===== src/rtl/srl32_iter_if.sv =====
// Start/done bus between the CPU and the multi-cycle right shifter.
// SRL32_ITER_ROTATE_EN adds the rot request bit.
interface srl32_iter_if;
   logic        start;
   logic        arith;
   logic [31:0] A;
   logic [31:0] B;
   logic [31:0] res;
   logic        busy;
   logic        done;
`ifdef SRL32_ITER_ROTATE_EN
   logic        rot;

   modport master (
      output start, arith, A, B, rot,
      input  res, busy, done
   );
   modport slave (
      input  start, arith, A, B, rot,
      output res, busy, done
   );
`else
   modport master (
      output start, arith, A, B,
      input  res, busy, done
   );
   modport slave (
      input  start, arith, A, B,
      output res, busy, done
   );
`endif
endinterface


===== src/rtl/srl32_iter.sv =====
// Multi-cycle SRL/SRA unit, up to STEP bit positions per cycle.
// SRL32_ITER_ROTATE_EN adds a rotate-right mode selected by rot.
module srl32_iter #(
   parameter int WIDTH   = 32,
   parameter int SHAMT_W = 5,
   parameter int STEP    = 4
) (
   input logic        clk,
   input logic        rst,
   srl32_iter_if.slave bus
);
   typedef enum logic [1:0] {IDLE, SHIFT, DONE} state_t;

   localparam logic [SHAMT_W-1:0] STEP_C = SHAMT_W'(STEP);

   state_t             state, state_nx;
   logic [WIDTH-1:0]   data, res_q, sh;
   logic [SHAMT_W-1:0] cnt, s;
   logic               fill, rot_q, accept;
   logic               busy, done;
   logic               unused_a;

   assign unused_a = ^{bus.A[31:11], bus.A[5:0]};
   assign accept   = bus.start && (state != SHIFT);
   assign s        = (cnt > STEP_C) ? STEP_C : cnt;

   // One bit position per unrolled stage, s stages active
   always_comb begin
      sh = data;
      for (int i = 0; i < STEP; i++) begin
         if (SHAMT_W'(i) < s)
            sh = {rot_q ? sh[0] : fill, sh[WIDTH-1:1]};
      end
   end

   always_comb begin
      state_nx = state;
      busy     = 1'b0;
      done     = 1'b0;
      unique case (state)
         IDLE: begin
            if (accept) state_nx = SHIFT;
         end
         SHIFT: begin
            busy = 1'b1;
            if (cnt == '0) state_nx = DONE;
         end
         DONE: begin
            done     = 1'b1;
            state_nx = accept ? SHIFT : IDLE;
         end
         default: state_nx = IDLE;
      endcase
   end

   always_ff @(posedge clk or posedge rst) begin
      if (rst) state <= IDLE;
      else     state <= state_nx;
   end

`ifdef SRL32_ITER_ROTATE_EN
   always_ff @(posedge clk or posedge rst) begin
      if (rst)         rot_q <= 1'b0;
      else if (accept) rot_q <= bus.rot;
   end
`else
   assign rot_q = 1'b0;
`endif

   always_ff @(posedge clk or posedge rst) begin
      if (rst) begin
         data  <= '0;
         cnt   <= '0;
         fill  <= 1'b0;
         res_q <= '0;
      end else if (accept) begin
         data <= bus.B;
         cnt  <= bus.A[10:6];
         fill <= bus.arith & bus.B[WIDTH-1] & ~bus_rot();
      end else if (state == SHIFT) begin
         if (cnt == '0) begin
            res_q <= data;
         end else begin
            data <= sh;
            cnt  <= cnt - s;
         end
      end
   end

   function automatic logic bus_rot();
`ifdef SRL32_ITER_ROTATE_EN
      return bus.rot;
`else
      return 1'b0;
`endif
   endfunction

   assign bus.res  = res_q;
   assign bus.busy = busy;
   assign bus.done = done;
endmodule


===== src/flat_wrapper.sv =====
// flat-port wrapper written by rule: the top's interface ports become plain ports
module srl32_iter_flat 
#(
   parameter int WIDTH   = 32,
   parameter int SHAMT_W = 5,
   parameter int STEP    = 4
)
  (clk, rst, bus_start, bus_arith, bus_A, bus_B, bus_res, bus_busy, bus_done);
  srl32_iter_if bus_i ();
  input logic clk;
  input logic rst;
  input wire logic [$bits(bus_i.start)-1:0] bus_start;
  input wire logic [$bits(bus_i.arith)-1:0] bus_arith;
  input wire logic [$bits(bus_i.A)-1:0] bus_A;
  input wire logic [$bits(bus_i.B)-1:0] bus_B;
  output wire logic [$bits(bus_i.res)-1:0] bus_res;
  output wire logic [$bits(bus_i.busy)-1:0] bus_busy;
  output wire logic [$bits(bus_i.done)-1:0] bus_done;
  assign bus_i.start = bus_start;
  assign bus_i.arith = bus_arith;
  assign bus_i.A = bus_A;
  assign bus_i.B = bus_B;
  assign bus_res = bus_i.res;
  assign bus_busy = bus_i.busy;
  assign bus_done = bus_i.done;
  srl32_iter #(.WIDTH(WIDTH), .SHAMT_W(SHAMT_W), .STEP(STEP)) u_core (.clk(clk), .rst(rst), .bus(bus_i));
endmodule

===== config.mk =====
export PLATFORM = sky130hd
export DESIGN_NAME = srl32_iter_flat
export DESIGN_NICKNAME = d
export VERILOG_FILES = /design/src/rtl/srl32_iter_if.sv /design/src/rtl/srl32_iter.sv /design/src/flat_wrapper.sv
export SDC_FILE = /design/constraint.sdc
export NUM_CORES = 1
export LEC_CHECK = 0
export BUFFER_PORTS_ARGS = -buffer_cell sky130_fd_sc_hd__buf_2
export CAP_MARGIN = 15
export CELL_PAD_IN_SITES_DETAIL_PLACEMENT = 1
export CELL_PAD_IN_SITES_GLOBAL_PLACEMENT = 2
export CORE_MARGIN = 4
export CORE_UTILIZATION = 33
export DETAILED_ROUTE_END_ITERATION = 12
export GPL_TIMING_DRIVEN = 1
export PLACE_DENSITY = 0.83
export SYNTH_ARGS = -nofsm -noshare
export SYNTH_HDL_FRONTEND = slang
export SYNTH_SLANG_ARGS = --single-unit

===== constraint.sdc =====
create_clock -name clk -period 3.5 [get_ports clk]
set_clock_uncertainty 0.2 [all_clocks]
set_input_delay 1.05 -clock clk [delete_from_list [all_inputs] [get_ports clk]]
set_output_delay 1.05 -clock clk [all_outputs]
set_load 0.01 [all_outputs]

-- Word-level counts from Yosys, hierarchy flattened
Cells that the tools add are included.
- output and inout bits: 34
- logic and storage cells: 46
- bits of input ports: 68
- flip-flop bits (word level): 72
- reduce and logical (&&, ||, !) cells: 9
- add/subtract/negate cells: 1
- mux-type cells: 17
- $lt $le $gt $ge: 5
- eq/ne operators: 6
- bitwise gates (word level): 2
- operator list (operator ; number):
    $mux 32 ; 7
    $mux 5 ; 4
    $lt 1x5->1 const A ; 2
    $lt 2x5->1 const A ; 2
    $ne 2x1->1 const B ; 4
    $pmux 2 s3 ; 1
    $reduce_and 3->1 ; 2
    $gt 5x3->1 const B ; 1
    $logic_not 5->1 ; 1
    $reduce_bool 5->1 ; 1
    $sub 5x5->5 ; 1
    $mux 2 ; 2
    $reduce_and 2->1 ; 2
    $mux 1 ; 3
    $eq 2x1->1 const B ; 1
    $eq 2x2->1 const B ; 1
    $logic_not 2->1 ; 1
    $reduce_bool 2->1 ; 1
    $and 1x1->1 ; 1
    $logic_and 1x1->1 ; 1
    $not 1->1 ; 1

-- Longest topological paths before layout
- word-level depth: 10
- depth in mapped cells: 11

-- Least setup slack after synthesis
No wires, ideal clock.
- kind: reg-to-reg
- from: register u_core.cnt[3]
- to: register u_core.cnt[2]
- slack: 1.169 ns
- path buffers: 4
- period minus slack after synthesis: 2.331 ns
- cell stages (with the launch flop): 11
- arrival: 2.015 ns
- data required time: 3.184 ns
- library setup time: 0.116 ns
- cells stage by stage: dfrtp_1 -> clkbuf_1 -> or3_4 -> buf_6 -> buf_6 -> clkbuf_1 -> nand2_1 -> ha_1 -> a21oi_1 -> xor2_1 -> o311ai_0
- word-level cells in the longest chain between the ends: 6
- elaborated cells between the ends (all ways): 9
- ends and longest elaborated chain (what ; line ; text):
    from (decl) ; srl32_iter.sv:18 ; logic [SHAMT_W-1:0] cnt, s;
    from (signal assigned) ; srl32_iter.sv:78 ; cnt <= bus.A[10:6];
    from (signal assigned) ; srl32_iter.sv:85 ; cnt <= cnt - s;
    $gt 5x3->1 ; srl32_iter.sv:25 ; assign s = (cnt > STEP_C) ? STEP_C : cnt;
    $mux 5 ; srl32_iter.sv:25 ;
    $sub 5x5->5 ; srl32_iter.sv:85 ;
    $mux 5 ; srl32_iter.sv:81 ; if (cnt == '0) begin
    $mux 5 ; srl32_iter.sv:80 ; end else if (state == SHIFT) begin
    $mux 5 ; srl32_iter.sv:76 ; end else if (accept) begin
Several ways; a longest one is shown, not always the timed one. The select of a mux whose other input is x is not followed.
A chain may end at the register's enable or synchronous reset.

-- Worst setup path in the final report
- from: register u_core.state[1]
- to: output bus_busy
- word-level cells in the longest chain between the ends: 2
- ends and longest elaborated chain (what ; line ; text):
    from (decl) ; srl32_iter.sv:16 ; state_t state, state_nx;
    from (signal assigned) ; srl32_iter.sv:58 ; else state <= state_nx;
    $eq 2x1->1 ; srl32_iter.sv:40 ; unique case (state)
    $mux 1 ; srl32_iter.sv:40 ;
    to (decl) ; flat_wrapper.sv:17 ; output wire logic [$bits(bus_i.busy)-1:0] bus_busy;
Every way passes these cells.

==> metrics <==
Post-CTS Resized=0; DR top layer=met4; post-synth top area cell=dfrtp_1; critical path class=reg -> out; R2R depth=5; final std cells w/o fill=573; DR vias=3318; I/O pin count=102; Metal-1 WL=5190 um; Leakage Power=2.10 nW; fraction of layout cells with a size suffix above 1=38.1%; DRC viols=0; Worst Tran Pin Value=0.948 ns; grt total ovfl=0; TritonCTS clock tree=yes; global-route wire length before repair=18800 um; initial antenna violation count=0; clock root buffer=clkbuf_16; DRT iter0 DRCs=258; hold path cells=1; CP required=2.25 ns; Die Span Y=117 um; FMAX=378 MHz; Total Wirelength=11200 um; Routed met3 length=520 um; vias in the first global route=3494; Num CTS Buffers=9; die area=13800 um^2; placed cell count=560; NumNets Final=497; syn avg cell area=10.9 um^2; Tcrit/Tclk final=75.7%; Slew Viols, Final=0; vias per inst=5.79; setup TNS=0 ns; Synth Instances=364; final setup fails=0; port bufs=74; RSZ-0062 raised after global routing=no; # H-tree levels=3; Syn-to-layout area delta=18.7%; register area share after synthesis=45.6%; slowest cell on the critical path=dfrtp_1; CP max FO=9; Mapped Area=3960 um^2; Post-Place Setup Slack=0.846 ns; VDD IR max=0.323 mV; Clock transition at path regs=0.06 ns; flops & latches, synth=72; HP Class=reg -> reg; slowest stage delay, CP=0.38 ns; Critical Path Sink Type=output port; Initial Utilization=34.2%; CTS Hold Bufs=0; commonest non-fill, non-tap cell in the layout=buf_2; n_diodes=0; setup ws final=0.852 ns; CTS max path bufs=2; Startpoint Class=register; worst skew pair latency=0.33 ns; worst path cell trace=nand2b_1, inv_2, buf_2; power per cell area=1110 nW/um^2; Synth Net Count=433; post-synth top area share=45.6%; Avg WL per Cell=19.5 um; Max-Cap Viols=0; Core Region=11600 um^2; Die X=117 um; Setup Fix Bufs, Post-CTS=0; worst path arrival time=1.40 ns; final hold viol count=0; DP Wirelength=7790 um; fin crit period=2.65 ns; relative slew slack=36.3%; Yosys warning count=0; outcome=finished clean; TritonCTS Sinks=72; # rows=39; cell types occupying the most area after synthesis=dfrtp_1 46%, mux2_2 14%, nand2_1 4.6%; routed wl met2=5340 um; Synth cell types=48; most frequent cells in the layout=74 x buf_2, 72 x dfrtp_1, 50 x mux2_2, 48 x nand2_1, 23 x a21oi_1; Pre-Repair DR Iteration Count=6; Tot GR Track Use=16.7%; Final ANT Viol Nets=0; largest net degree at the start of global routing=73; RD Place Congestion=0.804
[kinds of logic (layout without fill, tap and decap cells)]
group / Yosys count / after routing / synth area share, %
compound gates: 110 / 110 / 21.4
xor+xnor: 1 / 1 / 0.221
fa+ha+maj: 1 / 1 / 0.316
buf+inv: 40 / 106 / 5.35
flops: 72 / 72 / 45.6
mux: 64 / 64 / 18.3
other cells: 1 / 1 / 0.0948
simple gates: 75 / 75 / 8.83
[cell usage after synthesis (all sizes together)]
cell and number:
or3b 1, o221a 18, a21oi 24, nor3 2, a222oi 17, nor3b 2
ha 1, or4 1, nor2 8, a31oi 8, o311ai 1, or3 2
mux2 56, o21ai 11, a211oi 2, a32oi 2, mux2i 7, a2bb2oi 1
buf 22, nand2 48, a221oi 1, o211ai 7, a22oi 1, a22o 2
and2 1, mux4 1, o311a 1, a21o 1, nor4b 1, xor2 1
o221ai 2, nor4 1, nor2b 2, nand3 5, conb 1, o22ai 11
nand2b 1, inv 7, clkbuf 11, dfrtp 72
[registers in the layout, indices dropped and copies added, names as in the netlist]
register	flops
u_core.state	2
u_core.data	32
u_core.fill	1
u_core.bus.res	32
u_core.cnt	5
[per-layer routing]
metal  global-route usage [%]  vias to the layer above
li1                         -                     1531
met1                     22.3                     1699
met2                     26.7                       80
met3                     4.23                        8
met4                     4.98                        0
met5                        0                        -
[area by class of cell]
type	count	area [um^2]
fill	1280	6870
multi-input combinational	252	1950
sequential	72	1800
timing repair buffer	86	473
clock buffer	12	256
tap	143	179
inverter	7	26.3
clock inverter	1	5.00
[per-stage QoR]
step	hold slack [ns]	instance area [um^2]	utilization, %	total power, W
finish	0.293	4690	40.6	0.00520
CTS	0.299	4690	40.6	0.00524
floorplan	0.274	3960	-	0.00364
global route	0.314	4690	40.6	0.00564
detailed placement	0.286	4430	38.3	0.00439
global placement	0.274	4430	38.3	0.00429
[worst paths after layout]
path	startpoint	endpoint	slack [ns]
min	u_core.bus.res[13]	u_core.bus.res[13]	0.29
max	u_core.state[1]	bus_busy	0.85
max reg2reg	u_core.cnt[4]	u_core.bus.res[5]	0.86
min in group asynchronous	rst	u_core.bus.res[7]	0.59
min reg2reg	u_core.bus.res[13]	u_core.bus.res[13]	0.29
max in group asynchronous	rst	u_core.data[8]	2.18
[report_power, final]
group	total (W)	internal, W	leakage, nW	switching, W
Combinational	0.00271	0.00127	1.08	0.00144
Clock	0.000833	0.000505	0.130	0.000328
Sequential	0.00166	0.00125	0.889	0.000405
[worst max-delay path: cells and delay by family (launching register included)]
kind | cells | cell delay [ns]
DFF | 1 | 0.38
and+or+nand+nor | 1 | 0.26
buffers and inverters | 2 | 0.43
No activity file was read; power rests on OpenSTA's default activity.
